===== config.mk =====
export PLATFORM = sky130hd
export DESIGN_NAME = fetch_unit_flat
export DESIGN_NICKNAME = d
export VERILOG_FILES = /design/src/rtl/fetch_pkg.sv /design/src/rtl/fetch_unit_if.sv /design/src/rtl/fetch_buffer.sv /design/src/rtl/fetch_unit.sv /design/src/flat_wrapper.sv
export SDC_FILE = /design/constraint.sdc
export NUM_CORES = 1
export LEC_CHECK = 0
export ABC_AREA = 0
export ABC_CLOCK_PERIOD_IN_PS = 2000
export CAP_MARGIN = 20
export CORE_AREA = 2 2 132 102
export CTS_CLUSTER_DIAMETER = 150
export DETAILED_ROUTE_END_ITERATION = 10
export DIE_AREA = 0 0 134 104
export GPL_ROUTABILITY_DRIVEN = 0
export PLACE_DENSITY = 0.87
export SKIP_CTS_REPAIR_TIMING = 1
export SLEW_MARGIN = 20
export SYNTH_ARGS = -nofsm -noshare
export SYNTH_HDL_FRONTEND = slang
export SYNTH_SLANG_ARGS = --single-unit

===== constraint.sdc =====
create_clock -name clk -period 2 [get_ports clk]
set_clock_uncertainty 0.1 [all_clocks]
set_input_delay 0.4 -clock clk [delete_from_list [all_inputs] [get_ports clk]]
set_output_delay 0.4 -clock clk [all_outputs]
set_load 0.02 [all_outputs]

===== src/rtl/fetch_pkg.sv =====
// Shared types and defaults for the instruction-fetch front end.
package fetch_pkg;

  localparam int unsigned FETCH_W = 32;

  localparam logic [FETCH_W-1:0] RESET_PC_DEF  = 32'h0000_0000;
  localparam logic [FETCH_W-1:0] NOP_INSTR_DEF = 32'h0000_0000;
  localparam logic [FETCH_W-1:0] PC_INC        = 32'd4;

  typedef enum logic [1:0] {
    REQ  = 2'd0,
    WAIT = 2'd1,
    KILL = 2'd2
  } fetch_state_e;

  // One buffered fetch result as presented to the decode register.
  typedef struct packed {
    logic [FETCH_W-1:0] instr;
    logic [FETCH_W-1:0] pc_plus_4;
  } fetch_entry_t;

endpackage


===== src/rtl/fetch_unit_if.sv =====
// Instruction-memory request/response bus between fetch and memory.
interface fetch_unit_if;
  import fetch_pkg::*;

  logic               IMEM_REQ;
  logic [FETCH_W-1:0] IMEM_ADDR;
  logic               IMEM_GNT;
  logic               IMEM_RVALID;
  logic [FETCH_W-1:0] IMEM_RDATA;

  modport master (
    output IMEM_REQ,
    output IMEM_ADDR,
    input  IMEM_GNT,
    input  IMEM_RVALID,
    input  IMEM_RDATA
  );

  modport slave (
    input  IMEM_REQ,
    input  IMEM_ADDR,
    output IMEM_GNT,
    output IMEM_RVALID,
    output IMEM_RDATA
  );
endinterface


===== src/rtl/fetch_buffer.sv =====
// One-entry holding register for a fetched instruction and its PC+4.
// An empty entry reads back as NOP / 0 so the outputs come straight from flops.
module fetch_buffer
  import fetch_pkg::*;
#(
  parameter logic [FETCH_W-1:0] NOP_INSTR = NOP_INSTR_DEF
) (
  input  logic         clk,
  input  logic         rst_n,
  input  logic         load,
  input  logic         consume,
  input  logic         flush,
  input  fetch_entry_t load_entry,
  output fetch_entry_t entry,
  output logic         valid
);

  localparam fetch_entry_t EMPTY = '{instr: NOP_INSTR, pc_plus_4: '0};

  fetch_entry_t entry_q, entry_d;
  logic         valid_q, valid_d;

  // Next entry: flush beats load, load beats consume.
  always_comb begin
    entry_d = entry_q;
    valid_d = valid_q;
    if (flush) begin
      entry_d = EMPTY;
      valid_d = 1'b0;
    end else if (load) begin
      entry_d = load_entry;
      valid_d = 1'b1;
    end else if (consume) begin
      entry_d = EMPTY;
      valid_d = 1'b0;
    end
  end

  // Entry register.
  always_ff @(posedge clk or negedge rst_n) begin
    if (!rst_n) begin
      entry_q <= EMPTY;
      valid_q <= 1'b0;
    end else begin
      entry_q <= entry_d;
      valid_q <= valid_d;
    end
  end

  assign entry = entry_q;
  assign valid = valid_q;

endmodule


===== src/rtl/fetch_unit.sv =====
// Instruction fetch front end: owns the PC, keeps one request in flight
// and parks each response in a one-entry buffer until decode takes it.
module fetch_unit
  import fetch_pkg::*;
#(
  parameter int unsigned        WIDTH_32  = FETCH_W,
  parameter logic [FETCH_W-1:0] RESET_PC  = RESET_PC_DEF,
  parameter logic [FETCH_W-1:0] NOP_INSTR = NOP_INSTR_DEF
) (
  input  logic                clk,
  input  logic                rst_n,
  input  logic                EN_F,
  input  logic                REDIRECT,
  input  logic [WIDTH_32-1:0] REDIRECT_PC,
  fetch_unit_if.master        mif,
  output logic [WIDTH_32-1:0] INSTRUCTION_F,
  output logic [WIDTH_32-1:0] PC_plus_4_F,
  output logic                FETCH_VALID_F
);

  fetch_state_e        state_q, state_d;
  logic [WIDTH_32-1:0] pc_q, pc_d;
  logic [WIDTH_32-1:0] pend_pc_q, pend_pc_d;

  logic         req_c;
  logic         buf_valid;
  logic         buf_load;
  fetch_entry_t buf_in;
  fetch_entry_t buf_out;

  // Request only when the buffer is free this edge, so responses never overflow it.
  always_comb begin
    req_c = rst_n && (state_q == REQ) && (!buf_valid || EN_F);
  end

  assign mif.IMEM_REQ  = req_c;
  assign mif.IMEM_ADDR = pc_q;

  // Next-state, PC advance and buffer load; a redirect overrides everything.
  always_comb begin
    state_d   = state_q;
    pc_d      = pc_q;
    pend_pc_d = pend_pc_q;
    buf_load  = 1'b0;
    case (state_q)
      REQ: begin
        if (req_c && mif.IMEM_GNT) begin
          pc_d      = pc_q + PC_INC;
          pend_pc_d = pc_q;
          state_d   = REDIRECT ? KILL : WAIT;
        end
      end
      WAIT: begin
        if (mif.IMEM_RVALID) begin
          buf_load = !REDIRECT;
          state_d  = REQ;
        end else if (REDIRECT) begin
          state_d = KILL;
        end
      end
      KILL: begin
        // The stale response retires the kill even if another redirect lands
        // on the same edge; the PC already holds the newest target.
        if (mif.IMEM_RVALID) begin
          state_d = REQ;
        end
      end
      default: state_d = REQ;
    endcase
    if (REDIRECT) begin
      pc_d = REDIRECT_PC;
    end
  end

  // FSM, PC and pending-address registers.
  always_ff @(posedge clk or negedge rst_n) begin
    if (!rst_n) begin
      state_q   <= REQ;
      pc_q      <= RESET_PC;
      pend_pc_q <= '0;
    end else begin
      state_q   <= state_d;
      pc_q      <= pc_d;
      pend_pc_q <= pend_pc_d;
    end
  end

  // Response payload tagged with the address it was fetched from, plus 4.
  always_comb begin
    buf_in = '{instr: mif.IMEM_RDATA, pc_plus_4: pend_pc_q + PC_INC};
  end

  fetch_buffer #(
    .NOP_INSTR (NOP_INSTR)
  ) u_buffer (
    .clk        (clk),
    .rst_n      (rst_n),
    .load       (buf_load),
    .consume    (EN_F && buf_valid),
    .flush      (REDIRECT),
    .load_entry (buf_in),
    .entry      (buf_out),
    .valid      (buf_valid)
  );

  assign INSTRUCTION_F = buf_out.instr;
  assign PC_plus_4_F   = buf_out.pc_plus_4;
  assign FETCH_VALID_F = buf_valid;

endmodule


===== src/flat_wrapper.sv =====
// flat-port wrapper written by rule: the top's interface ports become plain ports
module fetch_unit_flat import fetch_pkg::*;
#(
  parameter int unsigned        WIDTH_32  = FETCH_W,
  parameter logic [FETCH_W-1:0] RESET_PC  = RESET_PC_DEF,
  parameter logic [FETCH_W-1:0] NOP_INSTR = NOP_INSTR_DEF
)
  (clk, rst_n, EN_F, REDIRECT, REDIRECT_PC, INSTRUCTION_F, PC_plus_4_F, FETCH_VALID_F, mif_IMEM_REQ, mif_IMEM_ADDR, mif_IMEM_GNT, mif_IMEM_RVALID, mif_IMEM_RDATA);
  fetch_unit_if mif_i ();
  input  logic clk;
  input  logic rst_n;
  input  logic EN_F;
  input  logic REDIRECT;
  input  logic [WIDTH_32-1:0] REDIRECT_PC;
  output logic [WIDTH_32-1:0] INSTRUCTION_F;
  output logic [WIDTH_32-1:0] PC_plus_4_F;
  output logic FETCH_VALID_F;
  output wire logic [$bits(mif_i.IMEM_REQ)-1:0] mif_IMEM_REQ;
  output wire logic [$bits(mif_i.IMEM_ADDR)-1:0] mif_IMEM_ADDR;
  input wire logic [$bits(mif_i.IMEM_GNT)-1:0] mif_IMEM_GNT;
  input wire logic [$bits(mif_i.IMEM_RVALID)-1:0] mif_IMEM_RVALID;
  input wire logic [$bits(mif_i.IMEM_RDATA)-1:0] mif_IMEM_RDATA;
  assign mif_IMEM_REQ = mif_i.IMEM_REQ;
  assign mif_IMEM_ADDR = mif_i.IMEM_ADDR;
  assign mif_i.IMEM_GNT = mif_IMEM_GNT;
  assign mif_i.IMEM_RVALID = mif_IMEM_RVALID;
  assign mif_i.IMEM_RDATA = mif_IMEM_RDATA;
  fetch_unit #(.WIDTH_32(WIDTH_32), .RESET_PC(RESET_PC), .NOP_INSTR(NOP_INSTR)) u_core (.clk(clk), .rst_n(rst_n), .EN_F(EN_F), .REDIRECT(REDIRECT), .REDIRECT_PC(REDIRECT_PC), .mif(mif_i), .INSTRUCTION_F(INSTRUCTION_F), .PC_plus_4_F(PC_plus_4_F), .FETCH_VALID_F(FETCH_VALID_F));
endmodule

; Word-level counts from Yosys, hierarchy flattened
; Index checks and enable logic that the tools add are counted.
; W data, S select, Z words.
[op_classes]
shift = 0
n_mul = 0
muxes = 17
n_div = 0
add_sub_neg = 2
magnitude_cmp = 0
bitwise = 0
eq_ne = 5
n_reduce_logical = 14
[ops]
columns = operator, count
row1 = $mux W64, 3
row2 = $mux W32, 3
row3 = $add A32 B3 Y32 const B, 2
row4 = $mux W2, 5
row5 = $pmux W2 S3, 1
row6 = $mux W1, 5
row7 = $logic_and A1 B1 Y1, 4
row8 = $ne A2 B2 Y1 const B, 2
row9 = $reduce_and A2 Y1, 2
row10 = $reduce_bool A2 Y1, 2
row11 = $ne A3 B3 Y1 const B, 1
row12 = $reduce_and A3 Y1, 1
row13 = $reduce_bool A3 Y1, 1
row14 = $eq A2 B1 Y1 const B, 1
row15 = $eq A2 B2 Y1 const B, 1
row16 = $logic_not A1 Y1, 2
row17 = $logic_not A2 Y1, 1
row18 = $logic_or A1 B1 Y1, 1
[totals]
word_cells = 44
reg_bits = 131
out_inout_bits = 98
input_bits = 70
latch_bits = 0
ramBits = 0
mem_bits_ro = 0
n_memories = 0

; Logic depth before layout (Yosys ltp)
[depth]
word_depth = 7
depth_mapped = 7
depth_no_buf = 5

; Cells and area by module
; A second synthesis with hierarchy kept.
[unflattened]
cells_unflattened = 536
area_unflattened_um2 = 6153.4
[by_module_without_submodules]
columns = module, seq_area_each_um2, n_inst, area_each_um2, cells_each
row1 = fetch_unit, 1651.6, 1, 3709.8, 381
row2 = fetch_buffer, 1626.6, 1, 2443.6, 155

; Worst setup path before layout
; OpenSTA, ideal clock, no wires.
[synth_timing]
path_kind = flip-flop to flip-flop
startpoint = register u_core.pc_q[21], in the netlist u_core.mif.IMEM_ADDR[21]
endpoint = register u_core.pc_q[31], in the netlist u_core.mif.IMEM_ADDR[31]
n_path_buf = 0
stages_incl_launch_ff = 6
setup_time_ps = 82
slack_ps = 112
required_ps = 1818
synth_period_minus_slack_ps = 1888
arrival_ps = 1707
cell_sequence = dfrtp_1 > nand4_1 > nor4_2 > nand3_2 > or3_1 > a31oi_1
[synth_between]
elab_chain_cells = 4
[synth_lines]
columns = element, line_no
row1 = from (decl), fetch_unit.sv:22  ; logic [WIDTH_32-1:0] pc_q, pc_d;
row2 = from (signal assigned), fetch_unit.sv:83  ; pc_q <= pc_d;
row3 = $add A32 B3 Y32, fetch_unit.sv:48  ; pc_d = pc_q + PC_INC;
row4 = $mux W32, fetch_unit.sv:47  ; if (req_c && mif.IMEM_GNT) begin
row5 = $mux W32, fetch_unit.sv:45  ; case (state_q)
row6 = $mux W32, fetch_unit.sv:70  ; if (REDIRECT) begin
; Every way passes these cells. The select of a mux whose other input is x is not followed.
; A chain may end at the register's enable or synchronous reset.

; Final worst setup path
[layout_timing]
startpoint = input port EN_F
endpoint = register u_core.pc_q[27], in the netlist u_core.mif.IMEM_ADDR[27]
[layout_between]
elab_chain_cells = 5
[layout_lines]
columns = element, line_no
row1 = from (decl), flat_wrapper.sv:12  ; input logic EN_F;
row2 = $logic_or A1 B1 Y1, fetch_unit.sv:33  ; req_c = rst_n && (state_q == REQ) && (!buf_valid || EN_F);
row3 = $logic_and A1 B1 Y1, fetch_unit.sv:33
row4 = $logic_and A1 B1 Y1, fetch_unit.sv:47
row5 = $reduce_bool A2 Y1 (no line), --
row6 = $reduce_and A2 Y1 (no line), --
; Every way passes these cells.

==> impl_metrics.json <==
{
  "syn-num-nets": 666,
  "tns_ps": 0,
  "worstMarginPinSlew_ps": 664,
  "violations": "negative hold slack",
  "ys_ff_latch": 131,
  "die_x_um": 134,
  "fin_util_pct": 70.0,
  "start_util_pct": 46.9,
  "hold_viol": 17,
  "synthTopCellsByCount": "nand2_1 (163), dfrtp_1 (131), o21ai_0 (53), a22o_1 (37), xor2_1 (32)",
  "power_leakage_uw": 0.00412,
  "pre_cts_slack_ps": -329,
  "track_usage_pct": 25.8,
  "arrival_ps": 2180,
  "routed_wl_um": 17300,
  "whs_ps": -24.2,
  "numCtsBuffers": 17,
  "critical_path_class": "primary input to flop",
  "pin_count": 168,
  "grt_max_degree": 120,
  "fin_crit_ps": 1980,
  "grt_pass1_vias": 5465,
  "post_dp_cell_area_sq_um": 8120,
  "synth_cell_types": 41,
  "fin_crit_sh_pct": 99.2,
  "n_antenna_cell": 0,
  "fp-row-count": 36,
  "port_buffers": 167,
  "synth.largest_area_cell": "dfrtp_1",
  "start_kind": "primary input",
  "synth_top_area_share_pct": 55.2,
  "cp_top_family": "simple AND/OR/NAND/NOR gates",
  "p_per_area_nw_per_um2": 868,
  "first_pass_iters": 5,
  "area_delta_synth_final_pct": 49.1,
  "max_stage_delay_ps": 510,
  "ir_drop_mv": 0.702,
  "crit_path_end_kind": "flop",
  "timing.max_cap.violations": 0,
  "cts_tree": "yes",
  "slew_headroom_pct": 55.8,
  "startpoint": "EN_F",
  "vias_per_cell": 5.50,
  "hold_class": "primary input to async pin",
  "cp_max_fo": 4,
  "clockBufferDepth": 2,
  "root_buffer": "clkbuf_16",
  "htreeDepth": 4,
  "synth-seq-area-share_pct": 55.2,
  "cp_slowest_cell": "nor2b_1",
  "finalMaxSlewViolations": 0,
  "finalSetupViolCount": 0,
  "nets": 867,
  "syn_inst": 594,
  "antenna_found_initial": 0,
  "synth_area_per_cell_sq_um": 10.0,
  "status": "finished with violations",
  "rr_startpoint": "u_core.u_buffer.valid",
  "synth_edf_count": 0,
  "path_cells": "clkdlybuf4s50_1 -> buf_4 -> nor2b_1 -> nor4_4 -> buf_4 -> nand4_1 -> xor2_1 -> o21ai_0",
  "setup_ws_ps": 16.6,
  "layout-drive-gt1-share_pct": 13.0,
  "grt_first_pass_wirelength_um": 28300,
  "core-area_sq_um": 12700,
  "post-place-cells": 946,
  "stdcell_area_sq_um": 8860,
  "overflow": 0,
  "synth_area_sq_um": 5940,
  "yosysMostFrequentCell": "nand2_1",
  "antenna_left": 0,
  "stdcell_count": 979,
  "path_common_cell": "buf_4",
  "yosysWarnings": 0,
  "clk_pin_slew_ps": 60,
  "wl_per_cell_um": 17.7,
  "clock_latency_ps": 430,
  "dieArea_sq_um": 13900,
  "timing.fmax_mhz": 504,
  "dp_hpwl_um": 11900,
  "worst-path-buf-inv": 3,
  "synth-main-ff-cell": "dfrtp_1",
  "drtIter0Drc": 325,
  "die_h_um": 104,
  "synth.area.top_cells": "dfrtp_1 (55%), nand2_1 (10%), a22o_1 (5.5%), xor2_1 (4.7%), o21ai_0 (4.5%)",
  "async_flop_share_pct": 100,
  "crit_required_ps": 2200,
  "vias": 5387,
  "route.detailed.drc": 0,
  "cts_sinks": 131
}
-- flip-flops by register name (all words and copies together), names as in the netlist --
signal                 count
u_core.pend_pc_q          32
u_core.u_buffer.valid      1
u_core.u_buffer.entry     64
u_core.state_q             2
u_core.mif.IMEM_ADDR      32
-- report_power, final --
part	total (uW)	leakage (uW)	internal, uW	switching, uW
sequential	3210	0.00172	2910	299
clock	3180	0.000303	2020	1160
combinational	1300	0.00210	616	685
total	7690	0.00412	5540	2150
-- layer usage --
| metal | up-vias | share of wire (%) | track usage, % |
|---|---|---|---|
| met5 | - | 0 | 0 |
| met4 | 0 | 1.9 | 8.97 |
| met3 | 35 | 9.2 | 7.60 |
| met2 | 294 | 45 | 38.7 |
| met1 | 2586 | 44 | 35.9 |
| li1 | 2472 | - | - |
-- layout by cell type (no fill, tap or decap), types with 6 or more instances in the layout --
cell             netlist  final
a22o_1                37     37
and3_1                10      8
and4_1                 9      8
buf_12                 0      6
buf_4                  1     39
clkbuf_16              0     17
clkdlybuf4s50_1        0    135
dfrtp_1              131    131
dlymetal6s2s_1         0     30
nand2_1              163    163
nand3_1               17     16
nand4_1               21     21
nor2_1                 7      6
nor3_1                 8      6
o21ai_0               53     53
o21ai_1                6      6
xnor2_1               21     21
xor2_1                32     32
-- layout make-up --
cell class | instances | area (sq um)
fill | 900 | 3800
clock inverter | 13 | 158
tap | 171 | 214
inverter | 4 | 15.0
multi-input combinational | 428 | 2570
clock buffer | 19 | 453
sequential | 131 | 3280
timing repair buffer | 213 | 2170
-- kinds of logic after synthesis --
kind of cell	Yosys count	synth area share, %
multiplexers	7	1.28
flip-flops	131	55.2
XOR/XNOR	53	7.82
buffers and inverters	35	2.36
adder cells (fa/ha/maj)	2	0.421
AO/OA/AOI/OAI	101	10.9
AND/OR/NAND/NOR	265	22.0
-- final timing paths --
kind	cells past startpoint	slack (ps)	endpoint
worst max-delay path	8	20	u_core.mif.IMEM_ADDR[27]
worst min-delay path	2	-20	u_core.u_buffer.entry[58]
worst max register to register	6	110	u_core.mif.IMEM_ADDR[27]
worst min register to register	2	380	u_core.u_buffer.entry[25]
max in group asynchronous	3	900	u_core.mif.IMEM_ADDR[11]
min in group clk	2	380	u_core.u_buffer.entry[25]
-- metrics by stage --
step / hold slack (ps) / total power, uW
after floorplan: 4.41 / 3790
after global placement: 131 / 4460
after detailed placement: 131 / 4520
after CTS: -318 / 7720
after global routing: 87.0 / 8030
final: -24.2 / 7690
-- worst register-to-register path: stages, from the launching register on --
cell and delay (ps):
dfrtp_1 390, nor2b_1 560, nor4_4 130, buf_4 170, nand4_1 110, xor2_1 210, o21ai_0 110
Note: power is estimated with default switching activity, not from simulation.
